`src/rtl/rv_pipe_pkg.sv`:
```
// Shared definitions for the RV32IM inter-stage registers: stage-state
// encoding, control-field bit positions and per-stage NOP control words.
package rv_pipe_pkg;

   // Occupancy-coded state: the encoding doubles as the occupancy count.
   typedef enum logic [1:0] {
      ST_EMPTY = 2'd0,
      ST_ONE   = 2'd1,
      ST_TWO   = 2'd2
   } stage_state_e;

   // Control-field bit positions within the 16-bit control payload.
   localparam int CTRL_ALU_SRC    = 0;
   localparam int CTRL_ALU_OP_LSB = 1;
   localparam int CTRL_ALU_OP_MSB = 4;
   localparam int CTRL_MEM_RD     = 5;
   localparam int CTRL_MEM_WR     = 6;
   localparam int CTRL_REG_WRITE  = 7;
   localparam int CTRL_MEM_TO_REG = 8;
   localparam int CTRL_BRANCH     = 9;
   localparam int CTRL_JUMP       = 10;

   // NOP control words per stage boundary; none may write memory or the register file.
   localparam logic [15:0] NOP_CTRL_IDEX  = 16'h0000;
   localparam logic [15:0] NOP_CTRL_EXMEM = 16'h0000;
   localparam logic [15:0] NOP_CTRL_MEMWB = 16'h0000;

   // True when a control word has no architectural side effect.
   function automatic logic ctrl_is_safe_nop(input logic [15:0] ctrl);
      return !ctrl[CTRL_REG_WRITE] && !ctrl[CTRL_MEM_WR];
   endfunction

endpackage

```
`src/rtl/pipe_slot.sv`:
```
// One storage slot of a pipeline stage: valid + data + control, with
// load, clear and a NOP mask that substitutes the bubble control word.
module pipe_slot
   import rv_pipe_pkg::*;
#(
   parameter int                DATA_W   = 128,
   parameter int                CTRL_W   = 16,
   parameter logic [CTRL_W-1:0] NOP_CTRL = '0
) (
   input  logic              clk,
   input  logic              rst,
   input  logic              load,
   input  logic              clear,
   input  logic              nop_mask,
   input  logic              d_valid,
   input  logic [DATA_W-1:0] d_data,
   input  logic [CTRL_W-1:0] d_ctrl,
   output logic              q_valid,
   output logic [DATA_W-1:0] q_data,
   output logic [CTRL_W-1:0] q_ctrl
);

   // Clear wins over load; clearing leaves the data bits untouched.
   always_ff @(posedge clk or posedge rst) begin
      if (rst) begin
         q_valid <= 1'b0;
         q_data  <= '0;
         q_ctrl  <= NOP_CTRL;
      end else if (clear) begin
         q_valid <= 1'b0;
         q_ctrl  <= NOP_CTRL;
      end else if (load) begin
         q_valid <= d_valid;
         q_data  <= d_data;
         q_ctrl  <= nop_mask ? NOP_CTRL : d_ctrl;
      end
   end

endmodule

```
`src/rtl/pipeline_stage_reg.sv`:
```
// Generic valid/ready inter-stage register with stall, flush and bubble
// injection. SKID=1 adds a second slot so in_ready_o comes from a flop.
module pipeline_stage_reg
   import rv_pipe_pkg::*;
#(
   parameter int                DATA_W   = 128,
   parameter int                CTRL_W   = 16,
   parameter logic [CTRL_W-1:0] NOP_CTRL = '0,
   parameter int                SKID     = 1
) (
   input  logic              clk,
   input  logic              rst,
   input  logic              flush_i,
   input  logic              bubble_i,
   input  logic              in_valid_i,
   output logic              in_ready_o,
   input  logic [DATA_W-1:0] in_data_i,
   input  logic [CTRL_W-1:0] in_ctrl_i,
   output logic              out_valid_o,
   input  logic              out_ready_i,
   output logic [DATA_W-1:0] out_data_o,
   output logic [CTRL_W-1:0] out_ctrl_o,
   output logic [1:0]        occupancy_o
);

   stage_state_e      state, state_nxt;
   logic              in_xfer, out_xfer;
   logic              main_ld, main_clr, main_from_skid;
   logic              skid_ld, skid_clr;
   logic              main_valid, skid_valid;
   logic [DATA_W-1:0] main_data, skid_data;
   logic [CTRL_W-1:0] main_ctrl, skid_ctrl;

   // A flushed cycle never accepts its input, even if ready is high.
   assign in_xfer  = in_valid_i & in_ready_o & ~flush_i;
   assign out_xfer = main_valid & out_ready_i;

   // Next state and slot load/clear strobes; flush overrides the handshake.
   always_comb begin
      state_nxt      = state;
      main_ld        = 1'b0;
      main_clr       = 1'b0;
      main_from_skid = 1'b0;
      skid_ld        = 1'b0;
      skid_clr       = 1'b0;
      if (flush_i) begin
         state_nxt = ST_EMPTY;
         main_clr  = 1'b1;
         skid_clr  = 1'b1;
      end else begin
         case (state)
            ST_EMPTY: begin
               if (in_xfer) begin
                  main_ld   = 1'b1;
                  state_nxt = ST_ONE;
               end
            end
            ST_ONE: begin
               if (in_xfer && out_xfer) begin
                  main_ld = 1'b1;
               end else if (in_xfer) begin
                  skid_ld   = 1'b1;
                  state_nxt = ST_TWO;
               end else if (out_xfer) begin
                  main_clr  = 1'b1;
                  state_nxt = ST_EMPTY;
               end
            end
            ST_TWO: begin
               if (out_xfer) begin
                  main_ld        = 1'b1;
                  main_from_skid = 1'b1;
                  skid_clr       = 1'b1;
                  state_nxt      = ST_ONE;
               end
            end
            default: begin
               state_nxt = ST_EMPTY;
               main_clr  = 1'b1;
               skid_clr  = 1'b1;
            end
         endcase
      end
   end

   // State register.
   always_ff @(posedge clk or posedge rst) begin
      if (rst) state <= ST_EMPTY;
      else     state <= state_nxt;
   end

   // Head slot: fed from the input, or from the skid slot when draining TWO.
   pipe_slot #(.DATA_W(DATA_W), .CTRL_W(CTRL_W), .NOP_CTRL(NOP_CTRL)) u_main (
      .clk      (clk),
      .rst      (rst),
      .load     (main_ld),
      .clear    (main_clr),
      .nop_mask (bubble_i & ~main_from_skid),
      .d_valid  (main_from_skid ? skid_valid : 1'b1),
      .d_data   (main_from_skid ? skid_data  : in_data_i),
      .d_ctrl   (main_from_skid ? skid_ctrl  : in_ctrl_i),
      .q_valid  (main_valid),
      .q_data   (main_data),
      .q_ctrl   (main_ctrl)
   );

   if (SKID != 0) begin : g_skid
      logic rdy_q;

      pipe_slot #(.DATA_W(DATA_W), .CTRL_W(CTRL_W), .NOP_CTRL(NOP_CTRL)) u_skid (
         .clk      (clk),
         .rst      (rst),
         .load     (skid_ld),
         .clear    (skid_clr),
         .nop_mask (bubble_i),
         .d_valid  (1'b1),
         .d_data   (in_data_i),
         .d_ctrl   (in_ctrl_i),
         .q_valid  (skid_valid),
         .q_data   (skid_data),
         .q_ctrl   (skid_ctrl)
      );

      // Ready is precomputed from the next state so it leaves a flop.
      always_ff @(posedge clk or posedge rst) begin
         if (rst) rdy_q <= 1'b1;
         else     rdy_q <= (state_nxt != ST_TWO);
      end

      assign in_ready_o = rdy_q;
   end else begin : g_noskid
      assign skid_valid = 1'b0;
      assign skid_data  = '0;
      assign skid_ctrl  = NOP_CTRL;
      assign in_ready_o = ~main_valid | out_ready_i;
   end

   assign out_valid_o = main_valid;
   assign out_data_o  = main_data;
   assign out_ctrl_o  = main_valid ? main_ctrl : NOP_CTRL;
   assign occupancy_o = state;

endmodule

```
`config.mk`:
```
export PLATFORM = sky130hd
export DESIGN_NAME = pipeline_stage_reg
export DESIGN_NICKNAME = d
export VERILOG_FILES = /design/src/rtl/rv_pipe_pkg.sv /design/src/rtl/pipe_slot.sv /design/src/rtl/pipeline_stage_reg.sv
export SDC_FILE = /design/constraint.sdc
export NUM_CORES = 1
export LEC_CHECK = 0
export CORE_ASPECT_RATIO = 0.6
export CORE_UTILIZATION = 54
export CTS_CLUSTER_DIAMETER = 100
export CTS_CLUSTER_SIZE = 25
export DETAILED_ROUTE_END_ITERATION = 8
export PLACE_DENSITY_LB_ADDON = 0.05
export RECOVER_POWER = 50
export SYNTH_ARGS = -nofsm -noshare
export SYNTH_HDL_FRONTEND = slang
export SYNTH_SLANG_ARGS = --single-unit
```
`constraint.sdc`:
```
create_clock -name clk -period 23.8 [get_ports clk]
set_input_delay 4.76 -clock clk [delete_from_list [all_inputs] [get_ports clk]]
set_output_delay 4.76 -clock clk [all_outputs]
set_load 0.02 [all_outputs]
```
==> results of run 1 <==
==> layer usage <==
layer / part of all wire (%) / up-vias / track usage [%]
met2: 46 / 172 / 34.8
met1: 46 / 3981 / 31.9
met5: 0.055 / - / 0
met4: 1.5 / 2 / 3.74
li1: - / 3551 / -
met3: 6.9 / 26 / 6.15
==> worst max-delay path: stages <==
cell,delay [ps]
sky130_fd_sc_hd__dlygate4sd3_1,550
sky130_fd_sc_hd__clkinvlp_2,3720
sky130_fd_sc_hd__clkbuf_1,2310
==> report_power, final <==
group	internal [mW]	switching (mW)	total, mW
Sequential	0.651	0.0716	0.722
Clock	0.118	0.156	0.274
Combinational	0.240	0.192	0.432
Total	1.01	0.420	1.43
==> final cells by class <==
class	count	area (um^2)
multi-input combinational	491	5260
inverter	2	8.76
fill	1682	6860
clock inverter	1	8.76
clock buffer	20	394
timing repair buffer	305	3030
tap	315	394
sequential	293	7330
antenna	1	2.50
==> how the worst max path moves through the flow <==
stage,endpoint,slack [ps],cells after the start,start
after floorplan,g_skid.u_skid.q_ctrl[0]$_DFFE_PP0P_,10950,1,rst
after global placement,g_skid.u_skid.q_data[30]$_DFFE_PP0P_,15610,6,flush_i
after global routing,u_main.q_data[25]$_DFFE_PP0P_,10790,3,rst
after CTS,g_skid.u_skid.q_data[71]$_DFFE_PP0P_,16100,6,flush_i
final,g_skid.u_skid.q_data[32]$_DFFE_PP0P_,12370,3,rst
after detailed placement,g_skid.u_skid.q_data[13]$_DFFE_PP0P_,15570,6,flush_i
==> flip-flops by register name, summed over array words and instances, names as in the netlist <==
signal and flops:
g_skid.u_skid.q_valid 1, g_skid.u_skid.q_ctrl 16, u_main.q_valid 1, u_main.q_data 128
in_ready_o 1, occupancy_o 2, u_main.q_ctrl 16, g_skid.u_skid.q_data 128
==> placed cells by master (no fill, tap or decap), types with 3 or more instances in the layout <==
cell type                         netlist  routed
sky130_fd_sc_hd__a22o_1                16      16
sky130_fd_sc_hd__clkdlybuf4s50_1        0     163
sky130_fd_sc_hd__mux2i_1               17      17
sky130_fd_sc_hd__clkbuf_16              0      15
sky130_fd_sc_hd__nand2_1                3       3
sky130_fd_sc_hd__and2_1                18      17
sky130_fd_sc_hd__buf_4                  1       4
sky130_fd_sc_hd__mux2_4                30      27
sky130_fd_sc_hd__nor2b_1               16      16
sky130_fd_sc_hd__nor2_1                 4       4
sky130_fd_sc_hd__mux2_2               323     323
sky130_fd_sc_hd__mux2_1                31      34
sky130_fd_sc_hd__dlygate4sd3_1          0     134
sky130_fd_sc_hd__o2bb2ai_1             17      17
sky130_fd_sc_hd__a21oi_1                3       3
sky130_fd_sc_hd__clkbuf_1              13       8
sky130_fd_sc_hd__dfrtp_1              292     292
==> through the flow <==
stage	cell area [um^2]	hold slack [ps]	power [mW]
2_1_floorplan	12900	448	0.981
3_3_place_gp	16100	465	1.18
3_5_place_dp	16100	467	1.20
4_1_cts	16500	495	1.47
5_1_grt	16400	512	1.51
6_report	16400	490	1.43
==> logic make-up after synthesis <==
group / after synthesis
AO/OA/AOI/OAI: 43
buffers and inverters: 58
flip-flops: 293
multiplexers: 401
AND/OR/NAND/NOR: 47
==> results.cfg, run 1 <==
[run_status]
run_status = finished, violations left
violations_in_the_final_reports = max-capacitance violations, max-slew violations

[clock_network]
clock_latency_ps = 490
clock_sinks = 293
cts_buffer_depth = 3
cts_htree_levels = 1
ctsHoldBuffers = 0
cts_repair_resize_count = 0
tritoncts = yes
worst_setup_hold_path_clk_slew_ps = 100
cts_buffers = 15
clock-root-buffer = sky130_fd_sc_hd__clkbuf_16
cts_post_setup_buffers_inserted = 0

[yosys]
synth_xor_area_share_pct = 0
synth_simple_gate_area_share_pct = 2.31
netlist_top_cells_area = sky130_fd_sc_hd__dfrtp_1 57%, sky130_fd_sc_hd__mux2_2 28%, sky130_fd_sc_hd__mux2_4 3.5%, sky130_fd_sc_hd__mux2_1 2.7%, sky130_fd_sc_hd__mux2i_1 1.3%
ys_ff_latch = 293
largest_family_of_logic_cells_by_synthesized_area = multiplexers
yosys.area.top_type_share_pct = 56.6
synth.lib_cells_used.distinct = 33
synth-seq-area-share_pct = 56.8
post_synth_mux_area_share_pct = 35.7
post_syn_area_per_cell_um2 = 15.3
synth-main-ff-cell = sky130_fd_sc_hd__dfrtp_1
synth-compound-area-share_pct = 2.82
synth_top_area_cell = sky130_fd_sc_hd__dfrtp_1
synthesis.yosys.warnings = 0
syn-instance-count = 842
synthMostInstantiatedCell = sky130_fd_sc_hd__mux2_2
netlist_area_mm2 = 0.0129
synth_fa_ha_area_share_pct = 0
synth.top_cells.by_count = 323 x sky130_fd_sc_hd__mux2_2, 292 x sky130_fd_sc_hd__dfrtp_1, 31 x sky130_fd_sc_hd__buf_2, 31 x sky130_fd_sc_hd__mux2_1, 30 x sky130_fd_sc_hd__mux2_4
ys_async_sr_fraction_pct = 100
postSynthNetCount = 992
synth_edf_count = 0

[sta]
fin_worst_skew_ps = 19.0
timing.final.hold_violations = 0
post-route-period-util_pct = 48.0
maxClockFrequency_mhz = 87.5
timing_worst_slew_pin_value_ps = 6720
setup-tns-final_ps = 0
final_critical_path_setup_slack_ps = 12370
normalized_max_slew_margin_pct = -351
slew_viol_final = 341
final.min_clock_period_ps = 11430
setup_viol_count_final = 0
setup_repair_after_global_routing_missed_its_margin = false

[grt]
grt_start_max_net_pins = 156
grt_use_total_pct = 22.4
grt_first_pass_wirelength_um = 43900
global_route.overflow_total = 0
grt_pass1_vias = 7987
number_of_antenna_violations_at_the_first_check_in_global_routing = 4

[floorplanning]
ioPinCount = 298
initial_core_util_pct = 55.5
design.die.area_mm2 = 0.0246
die_height_um = 122
floorplan.rows = 43
die_w_um = 202
core_area_mm2 = 0.0233

[route]
routed-via-count = 7732
wirelength_um = 27200
antenna_left = 0
dr.pass1.iters = 4
first_iter_violations = 412
avgViaCountPerCell = 5.41
post-route-drc-count = 0
wl_per_cell_um = 19.0

[power_and_ir_drop]
vdd.ir_drop.worst_uv = 60.6
power_density_mw_per_mm2 = 86.9
cellLeakagePower_nw = 6.93

[finish]
finish.cell_count_without_fillers = 1428
final_layout_size_suffix_gt1_share_pct = 33.8
finish.utilization_pct = 70.5
syn_to_final_growth_pct = 27.2
finish.net_count = 1258

[placement]
gp_congestion = 0.787
hpwlAfterDp_um = 17800
dp_cells = 1406
detailedPlace.worstSlack_ps = 15570
port_buffers = 297

[setup_path]
top_fanout_value_on_the_critical_path = 155
cp_data_required_time_ps = 23760
timing.rr.end = g_skid.u_skid.q_data[24]$_DFFE_PP0P_
timing.rr.start = u_main.q_valid$_DFFE_PP0P_
startpoint_type = input pin
r2r_setup_slack_ps = 17760
timing.critical_path.arrival_ps = 11390
timing.critical_path.to_type = async pin
crit_type = in -> async
timing.reg2reg.worst_path_depth = 5

[hold_path]
min_delay_worst_endpoint = u_main.q_ctrl[10]$_DFFE_PP0P_
holdCritStartpoint = u_main.q_ctrl[10]$_DFFE_PP0P_
min-delay-path-class = reg -> reg
min_delay_path_depth = 1

[job]
maxCapViolCount = 4
(Power assumes the default switching activity.)
==> run 2: changes to the inputs <==
--- a/config.mk
+++ b/config.mk
@@ -6,7 +6,7 @@
 export NUM_CORES = 1
 export LEC_CHECK = 0
 export CORE_ASPECT_RATIO = 0.6
-export CORE_UTILIZATION = 54
+export CORE_UTILIZATION = 50
 export CTS_CLUSTER_DIAMETER = 100
 export CTS_CLUSTER_SIZE = 25
 export DETAILED_ROUTE_END_ITERATION = 8
==> constraint.sdc (replaced) <==
create_clock -name clk -period 11.56 [get_ports clk]
set_input_delay 2.312 -clock clk [delete_from_list [all_inputs] [get_ports clk]]
set_output_delay 2.312 -clock clk [all_outputs]
set_load 0.02 [all_outputs]
==> run 2 against run 1 <==
The run still ends with max-capacitance violations, max-slew violations left. Sequential power increased by 110%. Critical path depth stayed put. Non-clock buffer count down 1. Largest power group unchanged. Highest routed layer unchanged.
==> results.cfg, run 2 (synthesized netlist as in run 1, its figures left out) <==
[floorplanning]
die_height_um = 127
die_w_um = 210
initial_core_util_pct = 51.0
core_area_mm2 = 0.0253
floorplan.rows = 45
design.die.area_mm2 = 0.0265
ioPinCount = 298

[route]
wl_per_cell_um = 19.5
avgViaCountPerCell = 5.32
antenna_left = 0
dr.pass1.iters = 4
first_iter_violations = 392
routed-via-count = 7666
post-route-drc-count = 0
wirelength_um = 28100

[sta]
whs_ps = 491
final.min_clock_period_ps = 7210
setup_viol_count_final = 0
setup-tns-final_ps = 0
post-route-period-util_pct = 62.4
timing.final.hold_violations = 0
fin_worst_skew_ps = 15.0
timing_worst_slew_pin_value_ps = 6410
normalized_max_slew_margin_pct = -329
slew_viol_final = 147
setup_repair_after_global_routing_missed_its_margin = false
maxClockFrequency_mhz = 139

[setup_path]
timing.critical_path.arrival_ps = 7700
startpoint_type = input pin
critical_path.top_delay_family = buffers and inverters
critPathBufInv = 3
crit_type = in -> async
top_fanout_value_on_the_critical_path = 146
cp_slowest_cell = sky130_fd_sc_hd__clkinvlp_2
crit_chain = dlygate4sd3_1, clkinvlp_2, buf_4
timing.critical_path.to_type = async pin
max_stage_delay_ps = 3550
cp_data_required_time_ps = 12050

[power_and_ir_drop]
pwr-share-comb_pct = 30.3
vdd.ir_drop.worst_uv = 94.6
switching_power_mw = 0.872
internal_power_mw = 2.08
swShare_pct = 29.6
power_density_mw_per_mm2 = 179
pwr-share-clk_pct = 19.2
power_frac_seq_pct = 50.5
cellLeakagePower_nw = 6.95

[finish]
final_layout_size_suffix_gt1_share_pct = 34.4
reg.largest.list = g_skid.u_skid.q_data (128), u_main.q_data (128)
fillers = 1925
finish.net_count = 1257
layout.cells.most_common = sky130_fd_sc_hd__mux2_2
most_frequent_cells_in_the_layout = 323 x sky130_fd_sc_hd__mux2_2, 292 x sky130_fd_sc_hd__dfrtp_1, 163 x sky130_fd_sc_hd__clkdlybuf4s50_1
syn_to_final_growth_pct = 27.4
insertedDiodeCount = 0

[clock_network]
clock_latency_ps = 490
cts_post_setup_buffers_inserted = 0
tritoncts = yes
ctsHoldBuffers = 0
clock-root-buffer = sky130_fd_sc_hd__clkbuf_16
cts_buffer_depth = 3
clock_sinks = 293
cts_repair_resize_count = 0
worst_setup_hold_path_clk_slew_ps = 100
cts_buffers = 15
cts_htree_levels = 1

[run_status]
violations_in_the_final_reports = max-capacitance violations, max-slew violations
run_status = finished, violations left

[grt]
grt_start_max_net_pins = 147
grt_first_pass_wirelength_um = 45100
number_of_antenna_violations_at_the_first_check_in_global_routing = 3
grt_use_total_pct = 21.3
global_route.overflow_total = 0
grt_pass1_vias = 7983

[job]
maxCapViolCount = 1

[placement]
port_buffers = 297
hpwlAfterDp_um = 18400
gp_congestion = 0.747

[hold_path]
min-delay-path-class = reg -> reg
## run 2: cell count changes in the layout (fill, tap and decap cells not counted), sizes merged
cell	change
diode	-1
buf	+2
clkbuf	-3
## run 2: through the flow
stage	total power, mW	worst slack [ps]	std cells	utilization [%]	area [um^2]
CTS	3.04	6270	1440	65.0	16500
finish	2.95	4350	1440	64.9	16500
floorplan	2.02	1160	842	-	12900
detailed placement	2.47	5740	1419	63.4	16100
global route	3.11	3180	1440	64.9	16500
global placement	2.44	5800	1419	63.4	16100
## run 2: worst paths after layout
check	from	end	slack (ps)	cells past startpoint
max	rst	g_skid.u_skid.q_data[127]$_DFFE_PP0P_	4350	3
min	u_main.q_data[64]$_DFFE_PP0P_	u_main.q_data[64]$_DFFE_PP0P_	490	1
max reg2reg	u_main.q_valid$_DFFE_PP0P_	g_skid.u_skid.q_data[65]$_DFFE_PP0P_	8120	4
min reg2reg	u_main.q_data[64]$_DFFE_PP0P_	u_main.q_data[64]$_DFFE_PP0P_	490	1
max in group clk	flush_i	u_main.q_data[72]$_DFFE_PP0P_	6170	6
min in group asynchronous	rst	u_main.q_data[125]$_DFFE_PP0P_	4300	2
## run 2: final cells by class
class | instances | area, um^2 | share of cell area [%]
well taps | 329 | 412 | 2.50
flip-flops and latches | 293 | 7330 | 44.6
clock inverters | 1 | 8.76 | 0.0532
clock buffers | 20 | 394 | 2.40
inverters | 2 | 8.76 | 0.0532
repair buffers | 304 | 3030 | 18.4
multi-input cells | 491 | 5270 | 32.0
## run 2: power groups by stage
stage | sequential (mW) | clock [mW] | combinational [mW]
2_1_floorplan | 1.65 | 0 | 0.367
3_3_place_gp | 1.50 | 0 | 0.937
3_5_place_dp | 1.51 | 0 | 0.953
4_1_cts | 1.50 | 0.590 | 0.956
5_1_grt | 1.53 | 0.626 | 0.953
6_report | 1.49 | 0.566 | 0.894
## run 2: layer usage
| metal | up-vias | wire length (um) | track usage, % |
|---|---|---|---|
| li1 | 3557 | - | - |
| met1 | 3909 | 13400 | 31.4 |
| met2 | 160 | 12300 | 31.5 |
| met3 | 34 | 1870 | 6.31 |
| met4 | 6 | 539 | 4.12 |
| met5 | - | 42 | 0 |
==> run 3: changes to the inputs <==
==> constraint.sdc (replaced) <==
create_clock -name clk -period 6.7 [get_ports clk]
set_input_delay 1.34 -clock clk [delete_from_list [all_inputs] [get_ports clk]]
set_output_delay 1.34 -clock clk [all_outputs]
set_load 0.02 [all_outputs]
==> run 3 against run 2 <==
The run still ends with max-capacitance violations, max-slew violations left. Sequential power up 72%. Global-route usage up 0.24 points. Register-to-register slack worse by 4600 ps. Routed wire length up 0.59%. Highest routed layer unchanged. Die area unchanged.
==> results.cfg, run 3 (synthesized netlist as in run 1, its figures left out) <==
[run_status]
run_status = finished, violations left
violations_in_the_final_reports = max-capacitance violations, max-slew violations

[setup_path]
timing.critical_path.to_type = async pin
startpoint_type = input pin
crit_type = in -> async
cp_data_required_time_ps = 7030
timing.critical_path.arrival_ps = 4310
top_fanout_value_on_the_critical_path = 62

[finish]
layout.cells.most_common = sky130_fd_sc_hd__mux2_2
sequential_cell_area_mm2 = 0.00733
multiInputGateArea_mm2 = 0.00527
reg.largest.list = g_skid.u_skid.q_data (128), u_main.q_data (128)
fillers = 1918
most_frequent_cells_in_the_layout = 323 x sky130_fd_sc_hd__mux2_2, 292 x sky130_fd_sc_hd__dfrtp_1, 167 x sky130_fd_sc_hd__clkdlybuf4s50_1
syn_to_final_growth_pct = 27.7
final_layout_size_suffix_gt1_share_pct = 34.2
finish.net_count = 1257
final_design_area_no_fill_mm2 = 0.0165

[clock_network]
cts_htree_levels = 1
cts_post_setup_buffers_inserted = 0
clock_latency_ps = 490
clock_sinks = 293
cts_buffer_depth = 3
clock-root-buffer = sky130_fd_sc_hd__clkbuf_16
worst_setup_hold_path_clk_slew_ps = 100
ctsHoldBuffers = 0
tritoncts = yes
cts_buffers = 15
cts_repair_resize_count = 0

[placement]
gp_congestion = 0.765
postPlaceCellArea_mm2 = 0.0161
port_buffers = 297
hpwlAfterDp_um = 18400

[route]
wl_per_cell_um = 19.6
routed-via-count = 7593
first_iter_violations = 367
post-route-drc-count = 0
wirelength_um = 28300
dr.pass1.iters = 4
antenna_left = 0
avgViaCountPerCell = 5.27

[sta]
post-route-period-util_pct = 59.5
setup_repair_after_global_routing_missed_its_margin = false
fin_worst_skew_ps = 14.5
timing_worst_slew_pin_value_ps = 1860
final.min_clock_period_ps = 3990
setup-tns-final_ps = 0
setup_viol_count_final = 0
slew_viol_final = 103
normalized_max_slew_margin_pct = -24.7
timing.final.hold_violations = 0
maxClockFrequency_mhz = 251

[power_and_ir_drop]
power_density_mw_per_mm2 = 308
cellLeakagePower_nw = 6.96
vdd.ir_drop.worst_uv = 170
post_layout_total_power_mw = 5.09

[floorplanning]
initial_core_util_pct = 51.0
die_height_um = 127
die_w_um = 210
ioPinCount = 298
floorplan.rows = 45
core_area_mm2 = 0.0253
design.die.area_mm2 = 0.0265

[hold_path]
min-delay-path-class = reg -> reg

[grt]
grt_start_max_net_pins = 171
global_route.overflow_total = 0
grt_pass1_vias = 8051
grt_first_pass_wirelength_um = 45600
grt_use_total_pct = 21.6
number_of_antenna_violations_at_the_first_check_in_global_routing = 3

[job]
maxCapViolCount = 2
## run 3: changes by cell type in the layout (fill, tap and decap cells not counted)
cell,change
sky130_fd_sc_hd__o21ba_2,-1
sky130_fd_sc_hd__diode_2,+2
sky130_fd_sc_hd__o21ba_1,+1
sky130_fd_sc_hd__clkdlybuf4s50_1,+4
sky130_fd_sc_hd__buf_12,+4
sky130_fd_sc_hd__dlygate4sd3_1,-4
sky130_fd_sc_hd__buf_4,-6
sky130_fd_sc_hd__clkbuf_1,+1
sky130_fd_sc_hd__clkbuf_2,+1
## run 3: area by class of cell
type,count,area share (%)
antenna,2,0.0303
tap,329,2.49
sequential,293,44.4
inverter,2,0.0531
clock buffer,20,2.39
multi-input combinational,491,31.9
clock inverter,1,0.0531
timing repair buffer,304,18.6
## run 3: per-layer routing
layer	track usage (%)	wire length, um	vias up	part of all wire [%]
li1	-	-	3547	-
met1	31.1	13400	3846	47
met2	33.0	12600	163	45
met3	5.82	1750	35	6.2
met4	4.21	526	2	1.9
met5	0	8	-	0.028
## run 3: final timing paths
kind	start	end	slack, ps	cells after the start
worst max-delay path	rst	u_main.q_data[71]$_DFFE_PP0P_	2710	3
worst min-delay path	u_main.q_ctrl[5]$_DFFE_PP0P_	u_main.q_ctrl[5]$_DFFE_PP0P_	490	1
worst max register to register	u_main.q_valid$_DFFE_PP0P_	u_main.q_data[56]$_DFFE_PP0P_	3500	5
worst min register to register	u_main.q_ctrl[5]$_DFFE_PP0P_	u_main.q_ctrl[5]$_DFFE_PP0P_	490	1
max in group clk	flush_i	u_main.q_data[5]$_DFFE_PP0P_	2880	6
min in group asynchronous	rst	u_main.q_data[36]$_DFFE_PP0P_	1780	2
## run 3: report_power, final
| group | internal [mW] | leakage, nW | switching, mW | total (mW) |
|---|---|---|---|---|
| registers | 2.31 | 3.59 | 0.257 | 2.56 |
| clock network | 0.419 | 0.195 | 0.553 | 0.973 |
| logic | 0.856 | 3.17 | 0.695 | 1.55 |
| total | 3.58 | 6.96 | 1.51 | 5.09 |
## run 3: worst max-delay path: stages
cell and delay [ps]:
sky130_fd_sc_hd__dlygate4sd3_1 550, sky130_fd_sc_hd__clkinvlp_2 1080, sky130_fd_sc_hd__clkbuf_2 1300
## run 3: stage by stage
stage / instances / hold WS (ps) / util [%] / setup slack (ps)
after floorplan: 842 / 448 / - / 1470
after global placement: 1419 / 466 / 63.6 / 2530
after detailed placement: 1419 / 470 / 63.6 / 2480
after CTS: 1440 / 494 / 65.2 / 3010
after global routing: 1440 / 509 / 65.1 / 2100
final: 1442 / 488 / 65.1 / 2710
